`src/rtl/saph_fpu_cmpunit.sv`:
```
// rtl/saph_fpu_cmpunit.sv - FPU min/max/neg/abs responder with fixed-latency result return
module saph_fpu_cmpunit #(
    parameter int unsigned LATENCY   = 2,
    parameter bit          PIPELINED = 1'b1,
    parameter logic [3:0]  MODES     = 4'hF
) (
    input  logic        clk,
    input  logic        rst_n,
    input  logic        d_trig,
    output logic        d_ready,
    input  logic [31:0] d_lhs,
    input  logic [31:0] d_rhs,
    input  logic [1:0]  d_mode,
    output logic        has_modes,
    output logic        q_trig,
    output logic [31:0] q_res
);

    localparam logic [31:0] CANON_NAN = 32'h7FC0_0000;

    localparam logic [1:0] MODE_MIN = 2'd0;
    localparam logic [1:0] MODE_MAX = 2'd1;
    localparam logic [1:0] MODE_NEG = 2'd2;
    localparam logic [1:0] MODE_ABS = 2'd3;

    // Quiet or signalling: all-ones exponent with a non-zero fraction.
    function automatic logic f_is_nan(input logic [31:0] x);
        return (x[30:23] == 8'hFF) && (x[22:0] != 23'd0);
    endfunction

    // Sign-magnitude ordering; differing signs put the negative side lower,
    // which also makes -0 sort below +0.
    function automatic logic f_lt(input logic [31:0] a, input logic [31:0] b);
        logic res;
        if (a[31] != b[31]) begin
            res = a[31];
        end else if (!a[31]) begin
            res = a[30:0] < b[30:0];
        end else begin
            res = a[30:0] > b[30:0];
        end
        return res;
    endfunction

    logic        w_accept;
    logic        w_lhs_nan;
    logic        w_rhs_nan;
    logic        w_rhs_lt_lhs;
    logic        w_lhs_lt_rhs;
    logic [31:0] w_res;
    logic        w_rdy;
    logic        w_trig;
    logic [31:0] w_out;

    assign w_accept     = d_trig && d_ready;
    assign w_lhs_nan    = f_is_nan(d_lhs);
    assign w_rhs_nan    = f_is_nan(d_rhs);
    assign w_rhs_lt_lhs = f_lt(d_rhs, d_lhs);
    assign w_lhs_lt_rhs = f_lt(d_lhs, d_rhs);

    // Stage 0: the whole operation is resolved from the request operands.
    always_comb begin
        w_res = CANON_NAN;
        if (MODES[d_mode]) begin
            case (d_mode)
                MODE_MIN: begin
                    if (w_lhs_nan && w_rhs_nan) begin
                        w_res = CANON_NAN;
                    end else if (w_lhs_nan || (!w_rhs_nan && w_rhs_lt_lhs)) begin
                        w_res = d_rhs;
                    end else begin
                        w_res = d_lhs;
                    end
                end
                MODE_MAX: begin
                    if (w_lhs_nan && w_rhs_nan) begin
                        w_res = CANON_NAN;
                    end else if (w_lhs_nan || (!w_rhs_nan && w_lhs_lt_rhs)) begin
                        w_res = d_rhs;
                    end else begin
                        w_res = d_lhs;
                    end
                end
                MODE_NEG: w_res = {~d_lhs[31], d_lhs[30:0]};
                MODE_ABS: w_res = {1'b0, d_lhs[30:0]};
                default:  w_res = CANON_NAN;
            endcase
        end
    end

    generate
        if (PIPELINED) begin : g_pipe
            logic [LATENCY-1:0] r_vld;
            logic [31:0]        r_dat [LATENCY];

            // Valid bits march one stage per cycle; reset drops everything in flight.
            always_ff @(posedge clk) begin
                if (!rst_n) begin
                    r_vld <= '0;
                end else begin
                    r_vld[0] <= w_accept;
                    for (int i = 1; i < LATENCY; i++) begin
                        r_vld[i] <= r_vld[i-1];
                    end
                end
            end

            // Result data follows its valid bit; contents only matter where valid.
            always_ff @(posedge clk) begin
                r_dat[0] <= w_res;
                for (int i = 1; i < LATENCY; i++) begin
                    r_dat[i] <= r_dat[i-1];
                end
            end

            assign w_rdy  = 1'b1;
            assign w_trig = r_vld[LATENCY-1];
            assign w_out  = r_dat[LATENCY-1];
        end else begin : g_fsm
            typedef enum logic {S_IDLE, S_BUSY} state_t;

            state_t      r_state;
            logic [3:0]  r_cnt;
            logic        r_qv;
            logic [31:0] r_dat;

            // One request in flight: count down LATENCY cycles, pulse, then reopen.
            always_ff @(posedge clk) begin
                if (!rst_n) begin
                    r_state <= S_IDLE;
                    r_cnt   <= 4'd0;
                    r_qv    <= 1'b0;
                end else begin
                    case (r_state)
                        S_IDLE: begin
                            r_qv <= w_accept && (LATENCY == 1);
                            if (w_accept) begin
                                r_state <= S_BUSY;
                                r_cnt   <= 4'(LATENCY - 1);
                            end
                        end
                        S_BUSY: begin
                            if (r_cnt == 4'd0) begin
                                r_state <= S_IDLE;
                                r_qv    <= 1'b0;
                            end else begin
                                r_cnt <= r_cnt - 4'd1;
                                r_qv  <= (r_cnt == 4'd1);
                            end
                        end
                        default: begin
                            r_state <= S_IDLE;
                            r_qv    <= 1'b0;
                        end
                    endcase
                end
            end

            // Result captured once at accept so later operand changes are ignored.
            always_ff @(posedge clk) begin
                if (w_accept) begin
                    r_dat <= w_res;
                end
            end

            assign w_rdy  = (r_state == S_IDLE);
            assign w_trig = r_qv;
            assign w_out  = r_dat;
        end
    endgenerate

    assign d_ready   = rst_n && w_rdy;
    assign q_trig    = rst_n && w_trig;
    assign q_res     = q_trig ? w_out : 32'h0;
    assign has_modes = (MODES != 4'h0);

endmodule

```
`config.mk`:
```
export PLATFORM = sky130hd
export DESIGN_NAME = saph_fpu_cmpunit
export DESIGN_NICKNAME = d
export VERILOG_FILES = /design/src/rtl/saph_fpu_cmpunit.sv
export SDC_FILE = /design/constraint.sdc
export NUM_CORES = 1
export LEC_CHECK = 0
export BUFFER_PORTS_ARGS = -buffer_cell sky130_fd_sc_hd__clkbuf_2
export CAP_MARGIN = 20
export CORE_ASPECT_RATIO = 0.9
export CORE_UTILIZATION = 54
export CTS_CLUSTER_SIZE = 10
export DETAILED_ROUTE_END_ITERATION = 6
export GPL_TIMING_DRIVEN = 1
export PLACE_DENSITY = 0.89
export SLEW_MARGIN = 20
export SYNTH_ARGS = -nofsm -noshare
export SYNTH_HDL_FRONTEND = slang
export SYNTH_SLANG_ARGS = --single-unit
```
`constraint.sdc`:
```
create_clock -name clk -period 4.19 [get_ports clk]
set_clock_uncertainty 0.15 [all_clocks]
set_input_delay 0.6285 -clock clk [delete_from_list [all_inputs] [get_ports clk]]
set_output_delay 0.6285 -clock clk [all_outputs]
set_load 0.005 [all_outputs]
```
* Word level (Yosys, flattened, before mapping) *
Memory sizes are Yosys's and may differ from the RTL's.
Index checks and enable logic that the tools add are counted.

word-level totals
  bits in registers = 2
  bits in writable memories = 64
  input bits = 69
  output and inout port bits = 35
  memories = 1

memory list
  name          words  width  rd ports  clocked after Yosys merged registers in  wr ports  line  source
  g_pipe.r_dat  2      32     2         0                                        2         94    logic [31:0] r_dat [LATENCY];

operators by class
  order comparisons = 5
  equal/unequal tests = 7
  mux-type cells = 13
  bitwise operators = 1
  reductions and logical operators = 13

operators with widths
  kind                                                         count
  two-way mux 32 bit                                           6
  case mux 32 bit (4 select lines)                             1
  > comparator 31 bit                                          2
  less-than comparator 31 bit                                  2
  nonzero test 23 bit                                          2
  == test 8 bit (second input constant)                        2
  logical AND 1 bit                                            7
  two-way mux 1 bit                                            5
  == test 2 bit (second input constant)                        2
  less-than comparator 2 x 3 -> 1 bit (second input constant)  1
  binary-select mux 1 bit (select 2 bit)                       1
  == test 2 x 1 -> 1 bit (second input constant)               1
  zero test 2 bit                                              1
  logical OR 1 bit                                             2
  != test 1 bit                                                2
  zero test 1 bit                                              1
  inverter 1 bit                                               1

* Logic depth before layout (Yosys ltp) *
Gate-level depths: netlist (run 1).

  word-level depth = 9
  depth in mapped cells = 11
  gate-level depth less buffers = 10

* Worst setup path after synthesis (run 1) *
No wires, ideal clock.

  path type = input to register
  start point = input d_rhs[24]
  end point = memory g_pipe.r_dat[0][25]
  library setup time = 0.121 ns
  data arrival time = 2.603 ns
  required time = 3.919 ns
  setup slack = 1.316 ns
  cell stages on the path = 11
  buffers on the path = 1
  cell sequence = inv_1 -> ha_1 -> a41o_1 -> a21oi_1 -> a2bb2oi_1 -> nand3b_1 -> o211ai_2 -> a221oi_2 -> o21bai_1 -> buf_6 -> mux2_4

RTL lines
  what                line  source
  start: declaration  12    input logic [31:0] d_rhs,
  end: declaration    94

==> reports/results.txt, run 1 <==
Largest net degree at the start of global routing: 37
Post-CTS sizing: 0
Area taken by multi-input logic gates: 1510 um^2
RSZ-0062 raised after global routing: false
Die W: 80.8 um
Top FF cell, synth: dfxtp_1
Final WL: 7450 um
Final setup fails: 0
Ys Warns: 0
Pre-CTS WS: 0.677 ns
CP Capture Type: flip-flop
Vias in the first global route: 2477
Antenna violations before repair: 0
Flip-flop and latch count after synthesis: 66
Period utilization: 0.777
Mean Syn Cell Area: 9.90 um^2
Most frequent cells in the layout: clkbuf_2 (102), dfxtp_1 (66), inv_1 (33)
Final hold violations: 0
Slew headroom: 0.443
Post-Syn Instances: 305
Register area: 1320 um^2
Commonest non-fill, non-tap cell in the layout: clkbuf_2
Crit Path Class: input pin to flip-flop
Slew Viols, Final: 0
Worst Max-Slew Pin Slew: 0.836 ns
Pwr per Cell Area: 376 nW/um^2
Vias post-DR: 2702
Final net count: 506
Die Y: 72.9 um
GRT Total Usage: 0.258
Total iterations of the first detailed-routing run: 6
Clock root cell: clkbuf_8
Post-DRT Antenna Nets: 0
Post-synth EDFFs: 0
Vias per inst: 5.69
Max incr delay on CP: 0.48 ns
# clock sinks: 66
Max-Cap Viols: 0
Top-level port count: 104
Placer Congestion: 0.964
Seq/Total Area, Yosys: 0.438
Final Non-Filler Cells: 475
Synthesized cell area: 3020 um^2
Worst IR Drop VDD: 0.000210 V
Core area: 5320 um^2
Cells after DPL: 462
TritonCTS clock tree: built
Unique cell type count in the Yosys netlist: 43
Top cells by area, synth: dfxtp_1 (44%), ha_1 (13%), and3_1 (6.6%), a22o_1 (6.4%), inv_1 (4.1%)
Detailed-route DRC error count: 0
Final WS setup: 0.936 ns
Status: completed
Critical Path Slowest Stage Cell: o21bai_2
CP max FO: 24
Cts hold-fix bufs: 0
Routed len/inst: 15.7 um
Layout cells sized above 1: 0.314
Post-synthesis net count: 405
Clk slew on worst S/H paths: 0.05 ns
Hold Crit Class: flip-flop to flip-flop
Die area: 5890 um^2
Pleak: 2.01 nW
Max frequency: 307 MHz
Max clock buf depth: 2
CP Cell Sequence: clkbuf_2, inv_1, ha_1, nand4_1, nor3_1, o31ai_1, o211ai_1, a21o_1, a221oi_2, o21bai_2, buf_4, a22oi_1
Initial Util: 0.568
Total grt overflow: 0
Setup TNS: 0 ns
Row Count: 25
Crit path time final: 3.25 ns
Post-CTS setup buffer count: 0
Element type at the critical path start: input pin
Data arrival time of the worst path: 3.26 ns
Port Buffers: 102
H-tree levels: 3
Fill count: 408
Top-area cell type share of the netlist area: 0.438
Required time at the worst-slack endpoint: 4.19 ns
CTS Buf Count: 9
Layout area overhead: 23.0%
ANT cells: 0
First-pass GRT wire length: 11300 um
Post-synth top area cell: dfxtp_1
Iter 0 DRT Violations: 177
Post-DP HPWL: 5710 um
Worst-Skew Late Latency: 0.32 ns
Post-synth ARST share: 0
## worst max-delay path, delay by kind of cell
family	cells	cell delay (ns)
and+or+nand+nor	2	0.54
buffers and inverters	3	0.53
adders and majority gates	1	0.31
AOI/OAI and AO/OA	6	1.23
## routing by layer
metal / global-route usage / vias to the layer above / wire length, um
li1: - / 1309 / -
met1: 0.304 / 1244 / 3180
met2: 0.448 / 129 / 3690
met3: 0.0438 / 20 / 399
met4: 0.131 / 0 / 180
met5: 0 / - / 0
## logic make-up after synthesis
kind of cell	share of synthesized area
AO/OA/AOI/OAI	0.157
XOR/XNOR	0.00580
adder cells (fa/ha/maj)	0.128
buffers and inverters	0.0638
flip-flops	0.438
multiplexers	0.0298
other	0.00124
AND/OR/NAND/NOR	0.176
## layout make-up
| type | count | area share |
|---|---|---|
| clock buffers | 13 | 0.0428 |
| inverters | 33 | 0.0333 |
| multi-input cells | 193 | 0.406 |
| flip-flops and latches | 66 | 0.356 |
| well taps | 67 | 0.0226 |
| repair buffers | 103 | 0.139 |
## Yosys cell counts, types with 2 or more instances
master    count
dfxtp_1      66
inv_1        33
and3_1       32
ha_1         31
a22o_1       22
a21oi_1      12
nand4_1      11
nor4_1       10
nor2_1        9
nand2_1       7
clkbuf_1      6
mux2_4        6
nor3_1        6
nand3_1       5
buf_2         4
o21ai_0       4
a21o_1        3
a22oi_1       3
and2_1        3
a211oi_1      2
a221oi_1      2
buf_4         2
nand2b_1      2
nand3b_1      2
o21bai_1      2
o31ai_1       2
or2_2         2
## final timing paths
check                              start                     endpoint  slack [ns]  depth (start not counted)
max                            d_rhs[12]  g_pipe.r_dat[0][22]$_DFF_P_        0.94                         12
min          g_pipe.r_dat[0][18]$_DFF_P_  g_pipe.r_dat[0][50]$_DFF_P_        0.17                          0
max reg2reg   g_pipe.r_vld[0]$_SDFF_PN0_   g_pipe.r_vld[1]$_SDFF_PN0_        3.51                          1
min reg2reg  g_pipe.r_dat[0][18]$_DFF_P_  g_pipe.r_dat[0][50]$_DFF_P_        0.17                          0
## power breakdown
group	total, mW	switching [mW]	internal, mW	leakage (nW)
Clock	0.427	0.190	0.237	0.0815
Combinational	0.237	0.126	0.111	1.37
Sequential	0.731	0.0214	0.709	0.556
Total	1.40	0.338	1.06	2.01
## through the flow
stage | utilization | cell area [um^2] | power [mW] | hold WS [ns]
after detailed placement | 0.669 | 3560 | 0.973 | 0.162
after floorplan | - | 3020 | 0.879 | 0.160
after global placement | 0.669 | 3560 | 0.958 | 0.161
after global routing | 0.699 | 3710 | 1.46 | 0.181
final | 0.699 | 3710 | 1.40 | 0.174
after CTS | 0.699 | 3710 | 1.40 | 0.176
## registers in the layout, indices dropped and copies added, names as in the netlist
| name | count |
|---|---|
| g_pipe.r_vld | 2 |
| g_pipe.r_dat | 64 |
Power figures use the tool's default switching activity.
==> run 2, diff against run 1 <==
--- a/config.mk
+++ b/config.mk
@@ -8,11 +8,11 @@
 export BUFFER_PORTS_ARGS = -buffer_cell sky130_fd_sc_hd__clkbuf_2
 export CAP_MARGIN = 20
 export CORE_ASPECT_RATIO = 0.9
-export CORE_UTILIZATION = 54
+export CORE_UTILIZATION = 50
 export CTS_CLUSTER_SIZE = 10
 export DETAILED_ROUTE_END_ITERATION = 6
 export GPL_TIMING_DRIVEN = 1
-export PLACE_DENSITY = 0.89
+export PLACE_DENSITY = 0.84
 export SLEW_MARGIN = 20
 export SYNTH_ARGS = -nofsm -noshare
 export SYNTH_HDL_FRONTEND = slang
==> constraint.sdc (replaced) <==
create_clock -name clk -period 3.1 [get_ports clk]
set_clock_uncertainty 0.15 [all_clocks]
set_input_delay 0.465 -clock clk [delete_from_list [all_inputs] [get_ports clk]]
set_output_delay 0.465 -clock clk [all_outputs]
set_load 0.005 [all_outputs]
==> run 2 against run 1 <==
  * Global-route usage shrank 2.9 points
  * Routed wire length decreased by 3.9%
  * Count of clock-buffer cells in the layout down 2
  * Sequential cell count stayed put
  * The run now ends with design-rule violations left
  * Total power increased by 34%
  * First-iteration DRC count fell by 1.1%
==> reports/results.txt, run 2 (synthesized netlist as in run 1, its figures left out) <==
Hold Crit Class: flip-flop to flip-flop (unchanged)
Overall Power: 1.87 mW (was 1.40 mW)
Detailed-route DRC error count: 12 (was 0)
Cell-internal power: 1.41 mW (was 1.06 mW)
H-tree levels: 3 (unchanged)
Layout cells sized above 1: 0.326 (was 0.314)
Commonest non-fill, non-tap cell in the layout: clkbuf_2 (unchanged)
Die area: 6350 um^2 (was 5890 um^2)
Sw Ratio: 0.245 (was 0.242)
Post-CTS setup buffer count: 0 (unchanged)
Fill count: 455 (was 408)
ANT cells: 0 (unchanged)
Post-DP HPWL: 5790 um (was 5710 um)
Vias post-DR: 2647 (was 2702)
Max frequency: 346 MHz
Post-CTS sizing: 0 (unchanged)
Max-Cap Viols: 0 (unchanged)
CTS Buf Count: 9 (unchanged)
Row Count: 26 (was 25)
Largest net degree at the start of global routing: 37 (unchanged)
Post-DRT Antenna Nets: 0 (unchanged)
Total iterations of the first detailed-routing run: 7 (was 6)
Cts hold-fix bufs: 0 (unchanged)
Pleak: 2.04 nW (was 2.01 nW)
Final WS setup: 0.213 ns (was 0.936 ns)
Pwr per Cell Area: 497 nW/um^2 (was 376 nW/um^2)
Top Registers: g_pipe.r_dat x64, g_pipe.r_vld x2 (unchanged)
Clock share of power: 0.296 (was 0.306)
Worst IR Drop VDD: 0.000182 V (was 0.000210 V)
Vias in the first global route: 2449 (was 2477)
Final setup fails: 0 (unchanged)
Element type at the critical path start: input pin (unchanged)
Vias per inst: 5.47 (was 5.69)
Final WL: 7170 um (was 7450 um)
Combinational Power Share: 0.175 (was 0.170)
TritonCTS clock tree: built (unchanged)
Antenna violations before repair: 0 (unchanged)
Final hold violations: 0 (unchanged)
Initial Util: 0.524 (was 0.568)
Worst-Skew Late Latency: 0.32 ns (about the same)
# clock sinks: 66 (unchanged)
Core area: 5760 um^2 (was 5320 um^2)
Layout area overhead: 24.5% (was 23.0%)
Die W: 83.9 um (was 80.8 um)
Required time at the worst-slack endpoint: 3.15 ns (was 4.19 ns)
Max clock buf depth: 2 (unchanged)
Die Y: 75.7 um (was 72.9 um)
RSZ-0062 raised after global routing: false (unchanged)
Period utilization: 0.931
Reg with most FFs: g_pipe.r_dat (unchanged)
CP Capture Type: flip-flop (unchanged)
Slew headroom: 0.522 (was 0.443)
Utilization after layout: 0.653 (was 0.699)
Top-level port count: 104 (unchanged)
Crit path time final: 2.89 ns
Port Buffers: 102 (unchanged)
Status: finished, violations left (was completed)
Pre-CTS WS: -0.0739 ns (was 0.677 ns)
Slew Viols, Final: 0 (unchanged)
Data arrival time of the worst path: 2.94 ns (was 3.26 ns)
GRT Total Usage: 0.228 (was 0.258)
P_sw: 0.457 mW (was 0.338 mW)
CP max FO: 11 (was 24)
First-pass GRT wire length: 11100 um (was 11300 um)
Max FFs per register: 64 (unchanged)
Most frequent cells in the layout: clkbuf_2 (102), dfxtp_1 (66), inv_1 (33) (unchanged)
Routed len/inst: 14.8 um (was 15.7 um)
Min Hold Slack: 0.175 ns (was 0.174 ns)
Crit Path Class: input pin to flip-flop (unchanged)
Clock root cell: clkbuf_8 (unchanged)
Clk slew on worst S/H paths: 0.06 ns (was 0.05 ns)
Final net count: 513 (was 506)
Failing checks: design-rule violations
Total grt overflow: 0 (unchanged)
Iter 0 DRT Violations: 175 (was 177)
Placer Congestion: 0.943 (was 0.964)
Register share of total power: 0.529 (was 0.524)
Worst Max-Slew Pin Slew: 0.716 ns (was 0.836 ns)
==> run 2: cell type report <==
class	count	area [um^2]	share of cell area
Sequential cell	66	1320	0.352
Clock buffer	11	141	0.0376
Inverter	33	124	0.0330
Tap cell	70	87.6	0.0233
Clock inverter	1	5.00	0.00133
Multi-Input combinational cell	193	1510	0.401
Timing Repair Buffer	110	571	0.152
==> run 2: worst paths after layout <==
kind,from,endpoint,slack (ns),cells after the start
worst max register to register,g_pipe.r_vld[0]$_SDFF_PN0_,g_pipe.r_vld[1]$_SDFF_PN0_,2.42,1
worst min-delay path,g_pipe.r_dat[0][12]$_DFF_P_,g_pipe.r_dat[0][44]$_DFF_P_,0.18,0
worst min register to register,g_pipe.r_dat[0][12]$_DFF_P_,g_pipe.r_dat[0][44]$_DFF_P_,0.18,0
worst max-delay path,d_rhs[13],g_pipe.r_dat[0][21]$_DFF_P_,0.21,12
==> run 2: power groups by stage <==
stage          Combinational, mW  Clock, mW  Sequential [mW]
2_1_floorplan              0.198          0            0.990
3_3_place_gp               0.306          0             1.00
3_5_place_dp               0.320          0             1.01
4_1_cts                    0.323      0.564            0.988
5_1_grt                    0.363      0.606            0.996
6_report                   0.326      0.553            0.988
==> run 2: worst max-delay path, cell delays in order <==
cell      delay (ns)
clkbuf_2        0.11
inv_1           0.05
ha_1            0.31
nand4_1         0.16
nor3_1          0.33
o31ai_1         0.13
o211ai_1        0.16
o211ai_2        0.13
a221oi_2        0.31
o21bai_2        0.26
buf_4           0.27
a22o_1          0.25
==> run 2: metrics by stage <==
step	setup TNS (ns)	instances	instance area [um^2]
finish	0	484	3760
global route	0	484	3760
CTS	0	484	3760
detailed placement	-1.29	472	3610
global placement	-0.750	472	3610
floorplan	0	305	3020
==> run 2: metal layers <==
metal,vias up,wire length [um],global-route usage
li1,1323,-,-
met1,1199,3070,0.274
met2,103,3440,0.396
met3,22,403,0.0379
met4,0,242,0.136
met5,-,0,0
